## config.mk

```make
export PLATFORM = sky130hd
export DESIGN_NAME = fsk_transmitter
export DESIGN_NICKNAME = d
export VERILOG_FILES = /design/src/rtl/fsk_transmitter.sv
export SDC_FILE = /design/constraint.sdc
export NUM_CORES = 1
export LEC_CHECK = 0
export BUFFER_PORTS_ARGS = -buffer_cell sky130_fd_sc_hd__buf_4
export CAP_MARGIN = 20
export CORE_AREA = 2 2 56 58
export CTS_BUF_LIST = sky130_fd_sc_hd__clkbuf_8
export CTS_CLUSTER_SIZE = 16
export DETAILED_ROUTE_END_ITERATION = 8
export DIE_AREA = 0 0 58 60
export PLACE_DENSITY = 0.77
export SYNTH_ARGS = -nofsm -noshare
export SYNTH_HDL_FRONTEND = slang
export SYNTH_SLANG_ARGS = --single-unit
```

## constraint.sdc

```tcl
create_clock -name clk -period 2.7 [get_ports clk]
set_input_delay 0.81 -clock clk [delete_from_list [all_inputs] [get_ports clk]]
set_output_delay 0.81 -clock clk [all_outputs]
set_load 0.01 [all_outputs]
```

## src/rtl/fsk_transmitter.sv

```systemverilog
// fsk_transmitter: serialises a byte as a binary-FSK square-wave carrier,
// one carrier frequency per bit value, with a valid/ready byte handshake.
module fsk_transmitter #(
    parameter int HALF_PERIOD_1   = 8,
    parameter int HALF_PERIOD_0   = 24,
    parameter int PERIODS_PER_BIT = 4,
    parameter int MSB_FIRST       = 1
) (
    input  logic       clk,
    input  logic       as_reset_n,
    input  logic [7:0] tx_data,
    input  logic       tx_valid,
    output logic       tx_ready,
    output logic       fsk_output,
    output logic       tx_busy,
    output logic       frame_done
);
    typedef enum logic {IDLE, SEND} state_t;

    localparam logic [7:0] HP1_M1 = 8'(HALF_PERIOD_1 - 1);
    localparam logic [7:0] HP0_M1 = 8'(HALF_PERIOD_0 - 1);
    localparam logic [7:0] PPB_M1 = 8'(PERIODS_PER_BIT - 1);

    state_t     state_q, state_d;
    logic [7:0] shreg_q, shreg_d;
    logic [7:0] half_cnt_q, half_cnt_d;
    logic [7:0] per_cnt_q, per_cnt_d;
    logic [2:0] bit_cnt_q, bit_cnt_d;
    logic       fsk_q, fsk_d;
    logic       done_q, done_d;
    logic       cur_bit, half_end, per_end;
    logic [7:0] shreg_next;

    // The bit on air always sits at the outgoing end of the shift register.
    assign cur_bit    = (MSB_FIRST != 0) ? shreg_q[7] : shreg_q[0];
    assign shreg_next = (MSB_FIRST != 0) ? {shreg_q[6:0], 1'b0} : {1'b0, shreg_q[7:1]};
    assign half_end   = half_cnt_q == (cur_bit ? HP1_M1 : HP0_M1);
    assign per_end    = per_cnt_q == PPB_M1;

    always_comb begin
        state_d    = state_q;
        shreg_d    = shreg_q;
        half_cnt_d = half_cnt_q;
        per_cnt_d  = per_cnt_q;
        bit_cnt_d  = bit_cnt_q;
        fsk_d      = fsk_q;
        done_d     = 1'b0;
        case (state_q)
            IDLE: begin
                if (tx_valid) begin
                    state_d    = SEND;
                    shreg_d    = tx_data;
                    half_cnt_d = 8'd0;
                    per_cnt_d  = 8'd0;
                    bit_cnt_d  = 3'd0;
                    fsk_d      = 1'b1;
                end
            end
            SEND: begin
                if (!half_end) begin
                    half_cnt_d = half_cnt_q + 8'd1;
                end else begin
                    half_cnt_d = 8'd0;
                    fsk_d      = ~fsk_q;
                    // A low half ending closes a carrier period.
                    if (!fsk_q) begin
                        if (!per_end) begin
                            per_cnt_d = per_cnt_q + 8'd1;
                        end else begin
                            per_cnt_d = 8'd0;
                            shreg_d   = shreg_next;
                            bit_cnt_d = bit_cnt_q + 3'd1;
                            if (bit_cnt_q == 3'd7) begin
                                state_d = IDLE;
                                fsk_d   = 1'b0;
                                done_d  = 1'b1;
                            end
                        end
                    end
                end
            end
            default: state_d = IDLE;
        endcase
    end

    always_ff @(posedge clk or negedge as_reset_n) begin
        if (!as_reset_n) begin
            state_q    <= IDLE;
            shreg_q    <= 8'd0;
            half_cnt_q <= 8'd0;
            per_cnt_q  <= 8'd0;
            bit_cnt_q  <= 3'd0;
            fsk_q      <= 1'b0;
            done_q     <= 1'b0;
        end else begin
            state_q    <= state_d;
            shreg_q    <= shreg_d;
            half_cnt_q <= half_cnt_d;
            per_cnt_q  <= per_cnt_d;
            bit_cnt_q  <= bit_cnt_d;
            fsk_q      <= fsk_d;
            done_q     <= done_d;
        end
    end

    assign tx_ready   = state_q == IDLE;
    assign tx_busy    = ~tx_ready;
    assign fsk_output = fsk_q;
    assign frame_done = done_q;
endmodule

```

# == Word-level counts from Yosys, hierarchy flattened ==
# Index checks and enable logic that the tools add are counted.
# word_totals
ff_bits,30
inputBits,11
out_inout_bits,4
elab_cells,57
# classes
addsub,3
n_eq_ne,7
muxes,35
bitwise_logic,2
n_reduce_logical,3
# ops
cell,n
2-to-1 mux 8 bit,9
one-hot mux 8 bit (2 select lines),3
"adder 8 x 1 -> 8 bit, second input constant",2
2-to-1 mux 1 bit,15
2-to-1 mux 3 bit,4
"== test 8 x 2 -> 1 bit, second input constant",1
== test 8 x 5 -> 1 bit,1
one-hot mux 3 bit (2 select lines),1
2-to-1 mux 5 bit,1
"!= test 2 x 1 -> 1 bit, second input constant",2
"!= test 2 bit, second input constant",2
one-hot mux 1 bit (2 select lines),2
AND reduction 4 bit,1
"adder 3 x 1 -> 3 bit, second input constant",1
"== test 3 bit, second input constant",1
AND reduction 3 bit,1
NOT 1 bit,2
AND reduction 2 bit,1

# == Depth between registers and ports, before layout ==
# Gate-level depths: netlist (run 1).
# depth
word_depth,6
ltp_mapped,7
ltp_nobuf,5

# == Least setup slack after synthesis (run 1) ==
# No wires, ideal clock.
# synth_path
path_kind,register to register
from,reg per_cnt_q[0]
to,reg shreg_q[4]
setup_time_ns,0.065
arrival_ns,1.887
required_time_ns,2.635
setup_slack_ns,0.748
path_stages_with_launch,6
n_path_buf,0
period_less_slack_ns,1.952
cell_sequence,dfrtp_1 ha_1 or2b_4 or4_4 a22oi_4 o221a_2
# synth_via
elab_chain_len,3
# synth_lines
item,line,rtl
"start, declared",27,"logic [7:0] per_cnt_q, per_cnt_d;"
"start signal, assigned",99,per_cnt_q <= per_cnt_d;
== test 8 x 2 -> 1 bit,38,assign per_end = per_cnt_q == PPB_M1;
!= test 2 x 1 -> 1 bit (no line),--,
AND reduction 4 bit (no line),--,
"end signal, assigned",97,shreg_q <= shreg_d;
"end, declared",25,"logic [7:0] shreg_q, shreg_d;"
# No other way between the ends.
# A chain may end at the register's enable or synchronous reset.

# == Worst setup path in the final report (run 1) ==
# layout_path
from,reg per_cnt_q[0]
to,reg shreg_q[5]
# Same word-level chain as after synthesis.

==> qor.csv, run 1 <==
stage,metric,value,unit
clock_tree,ctsHtreeMaxLevel,2,
yosys,yosysWarnings,0,
sta,min_period,2.19,ns
global_route,grt_overflow_total,0,
clock_tree,clockBufferDepth,2,
clock_tree,insertion_delay,0.29,ns
power,cellPowerDensity,780,mW/mm²
die,io_pins,15,
placed_design,portBuffers,14,
routing,route.detailed.drc,0,
yosys,syn_nets,179,
yosys,synthTopCellsByArea,"dfrtp_1, nand2_1, ha_1",
setup_path,crit_required,2.87,ns
die,core,0.00290,mm²
yosys,synth_edf_count,0,
global_route,grt_max_degree,31,
setup_path,r2r_start,per_cnt_q[0],
die,chipWidth,58,µm
global_route,grt_pass1_vias,1265,
routing,ant_nets,0,
global_route,grt_pass1_wl,5840,µm
sta,tightest_slew,0.559,ns
die,die-area,0.00348,mm²
routing,dr.pass1.iters,4,
die,start_util,56.3,%
setup_path,startpoint_type,flop,
die,rows,20,
yosys,yosysSeqAreaShare,45.9,%
clock_tree,clk_pin_slew,0.07,ns
yosys,synth_cells,164,
sta,rsz0062_at_grt,false,
power,p_leak,0.000815,µW
run,drv_cap,0,
routing,viasPerCell,6.14,
clock_tree,ctsHoldBuffers,0,
cells_and_area,syn_to_final_growth,14.9,%
routing,drt_iter0_markers,47,
sta,drv_slew,0,
yosys,synth.most_common_cell,dfrtp_1,
yosys,synth_top_area_share,45.9,%
yosys,async_flop_share,100,%
cells_and_area,nets,196,
cells_and_area,fill_cells,245,
outcome,status,"complete, no violations",
placed_design,place.gp.congestion,0.829,
clock_tree,cts.sinks,30,
clock_tree,cts_resized,0,
global_route,antenna_found_initial,0,
sta,relSlewSlack,62.6,%
routing,vias,1315,
cells_and_area,diodes,0,
setup_path,endpoint_kind,flop,
sta,fmax,0.456,GHz
yosys,ys_top_cells_by_count,"dfrtp_1, nand2_1, nor2_1",
sta,whs,0.435,ns
clock_tree,post_cts_buffers,0,
setup_path,crit_type,reg -> reg,
clock_tree,root_buffer,clkbuf_8,
yosys,yosys_register_bits,30,
global_route,grt_usage,22.8,%
die,die_height,60,µm
yosys,avgSynthCellArea,9.96,µm²
sta,tns,0,ns
sta,setup_viol,0,
clock_tree,cts-buffers-inserted,5,
setup_path,crit_fanout,9,
yosys,synth_top_area_cell,dfrtp_1,
routing,drt_wl_total,3380,µm
clock_tree,cts_tree,built,
cells_and_area,layout-drive-gt1-share,19.3,%
placed_design,dp_hpwl,2390,µm
yosys,syn_area,0.00163,mm²
routing,post_drt_wl_per_cell,15.8,µm
yosys,synth_cell_types,42,
power,vdd_drop_max,0.000696,V
setup_path,cp.arrival,2.37,ns
worst_hold_path,min_path_type,in -> async,
sta,fin_crit_sh,81.1,%
sta,worst_clock_skew,0.00983,ns
sta,hold_viol_final,0,
setup_path,startpoint,per_cnt_q[0],
yosys,ys.flop_type,dfrtp_1,
==> layout make-up <==
| cell class | count | area [µm²] | share of cell area [%] |
|---|---|---|---|
| clock buffer | 6 | 82.6 | 4.40 |
| inverter | 4 | 15.0 | 0.800 |
| clock inverter | 1 | 30.0 | 1.60 |
| timing repair buffer | 16 | 120 | 6.40 |
| tap | 33 | 41.3 | 2.20 |
| multi-input combinational | 124 | 837 | 44.6 |
| sequential | 30 | 751 | 40.0 |
==> layout by cell type, fill, tap and decap left out, types with 3 or more instances in the layout <==
master / n
dfrtp_1: 30
nand2_1: 19
buf_4: 16
nor2_1: 12
nand3_1: 10
o21ai_0: 10
a21oi_1: 8
or3_1: 6
clkbuf_8: 6
nor3_1: 5
inv_1: 4
nand4_1: 4
a31oi_1: 4
ha_1: 4
a21o_1: 3
a211o_1: 3
o221a_2: 3
o221a_1: 3
==> state kept, by name, summed over array words and instances, names as in the netlist <==
| signal | count |
|---|---|
| fsk_output | 1 |
| shreg_q | 8 |
| tx_busy | 1 |
| bit_cnt_q | 3 |
| half_cnt_q | 8 |
| per_cnt_q | 8 |
| frame_done | 1 |
==> kinds of logic (layout without fill, tap and decap cells) <==
group / Yosys count / in the layout / share of synthesized area, %
and+or+nand+nor: 69 / 69 / 24.0
AOI/OAI and AO/OA: 44 / 44 / 20.1
DFF: 30 / 30 / 45.9
buffers and inverters: 10 / 27 / 2.83
adders and majority gates: 4 / 4 / 3.06
xor gates and xnor gates: 4 / 4 / 2.14
muxes: 3 / 3 / 1.91
==> critical path, stage by stage, from the launching register on <==
cell and delay [ns]:
dfrtp_1 0.46, ha_1 0.28, or2b_4 0.31, nor4_4 0.45, nand2_1 0.25, o221a_2 0.33
==> per-stage QoR <==
step / utilization, % / total power (µW) / setup WS (ns) / cell area, µm² / instances
floorplan: - / 910 / 0.748 / 1630 / 164
global placement: 60.8 / 986 / 0.580 / 1760 / 207
detailed placement: 60.8 / 1010 / 0.545 / 1760 / 207
CTS: 64.7 / 1470 / 0.515 / 1880 / 214
global route: 64.7 / 1550 / 0.344 / 1880 / 214
finish: 64.7 / 1460 / 0.509 / 1880 / 214
==> layer usage <==
metal / vias to the layer above / GRT usage [%] / part of all wire (%) / routed length (µm)
met5: - / 0 / 0 / 0
met4: 0 / 9.30 / 1.6 / 53
met3: 5 / 6.49 / 4.6 / 155
met2: 22 / 36.0 / 49 / 1660
met1: 635 / 29.7 / 45 / 1510
li1: 653 / - / - / -
==> power breakdown <==
group          internal (µW)  switching, µW  leakage (µW)  total, µW
sequential               548            135      0.000364        683
clock                    295            166     0.0000573        461
combinational            170            149      0.000394        319
total                   1010            451      0.000815       1460
==> final timing paths <==
path	cells past startpoint	to	slack, ns
setup / recovery	5	shreg_q[5]	0.51
hold / removal	1	half_cnt_q[0]	0.44
setup reg to reg	5	shreg_q[5]	0.51
hold reg to reg	1	bit_cnt_q[0]	0.51
max in group asynchronous	1	per_cnt_q[3]	1.98
min in group clk	1	bit_cnt_q[0]	0.51
(Power assumes the default switching activity.)
==> run 2: changes to the inputs <==
ABC_AREA = 1   (was default)
CORE_AREA = 2 2 60 62   (was 2 2 56 58)
DIE_AREA = 0 0 62 64   (was 0 0 58 60)
PLACE_DENSITY = 0.75   (was 0.77)
clock period = 2 ns   (was 2.7 ns; I/O delays follow)
==> run 2 against run 1 <==
  * Sequential power increased by 26%
  * Final area increased by 6.7%
  * Synthesized cell count increased by 42%
  * Cell count increased by 38%
  * Non-clock buffer count increased by 2
  * Global-route usage decreased by 2.2 points
  * Clock skew decreased by 0.0043 ns
  * Critical path depth decreased by 3
  * Critical path type is now reg -> out
  * Critical endpoint is now tx_ready
  * Largest cell class unchanged
==> qor.csv, run 2 <==
stage,metric,value,unit,change
yosys,synth_top_area_cell,dfrtp_1,,
clock_tree,post_cts_buffers,0,,unchanged
clock_tree,clk_pin_slew,0.07,ns,about the same
clock_tree,root_buffer,clkbuf_8,,
routing,vias,1488,,+13%
setup_path,r2r_start,half_cnt_q[0],,
cells_and_area,layout-drive-gt1-share,17.6,%,-1.7 points
setup_path,crit_type,reg -> out,,
yosys,syn_area,0.00175,mm²,+7.4%
routing,drt_wl_total,3400,µm,+0.50%
clock_tree,cts-buffers-inserted,5,,unchanged
worst_hold_path,min_path_type,in -> async,,
die,start_util,53.4,%,-2.9 points
routing,dr.pass1.iters,4,,unchanged
yosys,synth.most_common_cell,nand2_1,,
cells_and_area,nets,264,,+35%
sta,setup_slack,0.180,ns,-0.329 ns
cells_and_area,multi_input_area,862,µm²,+3.0%
sta,drv_slew,0,,unchanged
global_route,antenna_found_initial,0,,unchanged
sta,fin_crit_sh,91.0,%,
sta,relSlewSlack,72.9,%,+10 points
routing,route.detailed.drc,0,,unchanged
setup_path,crit_required,1.40,ns,-1.47 ns
setup_path,reg2reg_to,bit_cnt_q[0],,
setup_path,r2r_cells,8,,+3
placed_design,portBuffers,14,,unchanged
setup_path,crit_fanout,12,,+3
global_route,busiest_layer,met2,,
global_route,grt_usage,20.6,%,-2.2 points
run,drv_cap,0,,unchanged
sta,rsz0062_at_grt,false,,
routing,ant_nets,0,,unchanged
clock_tree,ctsHtreeMaxLevel,2,,unchanged
cells_and_area,syn_to_final_growth,14.1,%,
yosys,async_flop_share,100,%,unchanged
yosys,synth_cell_types,27,,-36%
cells_and_area,finish.utilization,61.0,%,-3.7 points
clock_tree,cts.sinks,30,,unchanged
die,rows,21,,+5.0%
cells_and_area,layout_common_cells,"nand2_1, dfrtp_1, inv_1",,
global_route,grt_overflow_total,0,,unchanged
yosys,yosys_register_bits,30,,unchanged
clock_tree,insertion_delay,0.28,ns,about the same
yosys,yosysWarnings,0,,unchanged
yosys,synth_cells,233,,+42%
placed_design,preCtsSetupSlack,0.354,ns,-0.191 ns
die,core,0.00328,mm²,+13%
die,die-area,0.00397,mm²,+14%
die,io_pins,15,,unchanged
yosys,syn_nets,248,,+39%
global_route,grt_max_degree,31,,unchanged
sta,worst_clock_skew,0.00554,ns,-0.00429 ns
setup_path,r2r_slack,0.33,ns,-0.18 ns
cells_and_area,seqCellArea,751,µm²,unchanged
cells_and_area,layout_commonest_cell,nand2_1,,
setup_path,endpoint_kind,primary output,,
yosys,yosysSeqAreaShare,42.8,%,-3.1 points
setup_path,slowest_stage,dfrtp_1,,
setup_path,crit_chain,inv_1 > buf_4,,
sta,tightest_slew,0.406,ns,-0.153 ns
clock_tree,cts_resized,0,,unchanged
cells_and_area,fill_cells,305,,+24%
yosys,synthTopCellsByArea,"dfrtp_1, nand2_1, nand4_1",,
die,chipWidth,62,µm,+6.9%
power,p_leak,0.00106,µW,+30%
global_route,grtUsageMet3,6.68,%,+0.19 points
routing,drt_iter0_markers,53,,+13%
yosys,synth_top_area_share,42.8,%,-3.1 points
setup_path,startpoint_type,flop,,
cells_and_area,diodes,0,,unchanged
clock_tree,clockBufferDepth,2,,unchanged
clock_tree,ctsHoldBuffers,0,,unchanged
placed_design,dp_hpwl,2350,µm,-1.7%
global_route,gr-usage-met1,27.8,%,-1.8 points
global_route,grt_pass1_wl,5950,µm,+1.8%
power,vdd_drop_max,0.000483,V,-31%
global_route,met2_usage,29.2,%,-6.9 points
placed_design,place.gp.congestion,0.803,,-3.2%
setup_path,cpPeakStageDelay,0.41,ns,-0.05 ns
yosys,avgSynthCellArea,7.53,µm²,-24%
routing,post_drt_wl_per_cell,11.5,µm,-27%
setup_path,cp.arrival,1.22,ns,-1.15 ns
cells_and_area,top_regs,"half_cnt_q x8, per_cnt_q x8, shreg_q x8",,
yosys,ys_top_cells_by_count,"nand2_1, dfrtp_1, inv_1",,
sta,tns,0,ns,unchanged
die,die_height,64,µm,+6.7%
sta,fmax,0.549,GHz,
sta,setup_viol,0,,unchanged
sta,whs,0.234,ns,-0.201 ns
power,cellPowerDensity,1000,mW/mm²,+29%
sta,min_period,1.82,ns,
clock_tree,cts_tree,built,,
sta,hold_viol_final,0,,unchanged
yosys,synth_edf_count,0,,unchanged
routing,viasPerCell,5.03,,-18%
yosys,ys.flop_type,dfrtp_1,,
outcome,status,"complete, no violations",,
global_route,grt_pass1_vias,1342,,+6.1%
run 2: cell types whose count changed after synthesis, sizes merged, moves of 3 or more:
| cell | change |
|---|---|
| or3 | -7 |
| o221a | -6 |
| inv | +16 |
| nor3 | -4 |
| a31oi | -4 |
| a21oi | -7 |
| a211o | -3 |
| nor2 | +7 |
| buf | +5 |
| nand4 | +10 |
| nand3 | +8 |
| a21o | -3 |
| nand2 | +77 |
run 2: worst max-delay path by stage:
| stage | from | end | slack, ns | cells past startpoint |
|---|---|---|---|---|
| 2_1_floorplan | tx_busy | tx_ready | 0.58 | 3 |
| 3_3_place_gp | half_cnt_q[0] | shreg_q[6] | 0.41 | 8 |
| 3_5_place_dp | half_cnt_q[0] | shreg_q[6] | 0.35 | 8 |
| 4_1_cts | tx_busy | tx_ready | 0.16 | 2 |
| 5_1_grt | tx_busy | tx_ready | 0.09 | 2 |
| 6_report | tx_busy | tx_ready | 0.18 | 2 |
run 2: power by group:
group | leakage, µW | switching, µW | internal (µW)
clock | 0.0000579 | 232 | 366
combinational | 0.000613 | 323 | 227
sequential | 0.000389 | 128 | 731
run 2: routing by layer:
metal / vias to the layer above / share of wire [%]
met2: 33 / 46
met5: - / 0
met1: 670 / 49
met4: 0 / 0.79
li1: 783 / -
met3: 2 / 4.1
run 2: cells by family (layout without fill, tap and decap cells):
logic type | Yosys count | after routing | share of synthesized area [%]
adders and majority gates | 4 | 4 | 2.85
buffers and inverters | 29 | 46 | 8.06
AOI/OAI and AO/OA | 17 | 17 | 7.20
and+or+nand+nor | 152 | 152 | 38.6
DFF | 30 | 30 | 42.8
xor gates and xnor gates | 1 | 1 | 0.499
run 2: metrics by stage:
stage / power, µW / cell area (µm²) / instances
after floorplan: 1270 / 1750 / 233
after global placement: 1410 / 1890 / 288
after detailed placement: 1420 / 1890 / 288
after CTS: 2030 / 2000 / 296
after global routing: 2170 / 2000 / 296
final: 2010 / 2000 / 296
run 2: layout make-up:
| type | instances | area share (%) |
|---|---|---|
| tap | 46 | 2.88 |
| timing repair buffer | 18 | 7.38 |
| clock buffer | 5 | 3.44 |
| sequential | 30 | 37.5 |
| inverter | 20 | 3.75 |
| clock inverter | 3 | 2.00 |
| multi-input combinational | 174 | 43.1 |
run 2: worst max-delay path, delay by kind of cell (launching register included):
kind,cells,cell delay (ns)
buffers and inverters,2,0.53
flip-flops,1,0.41
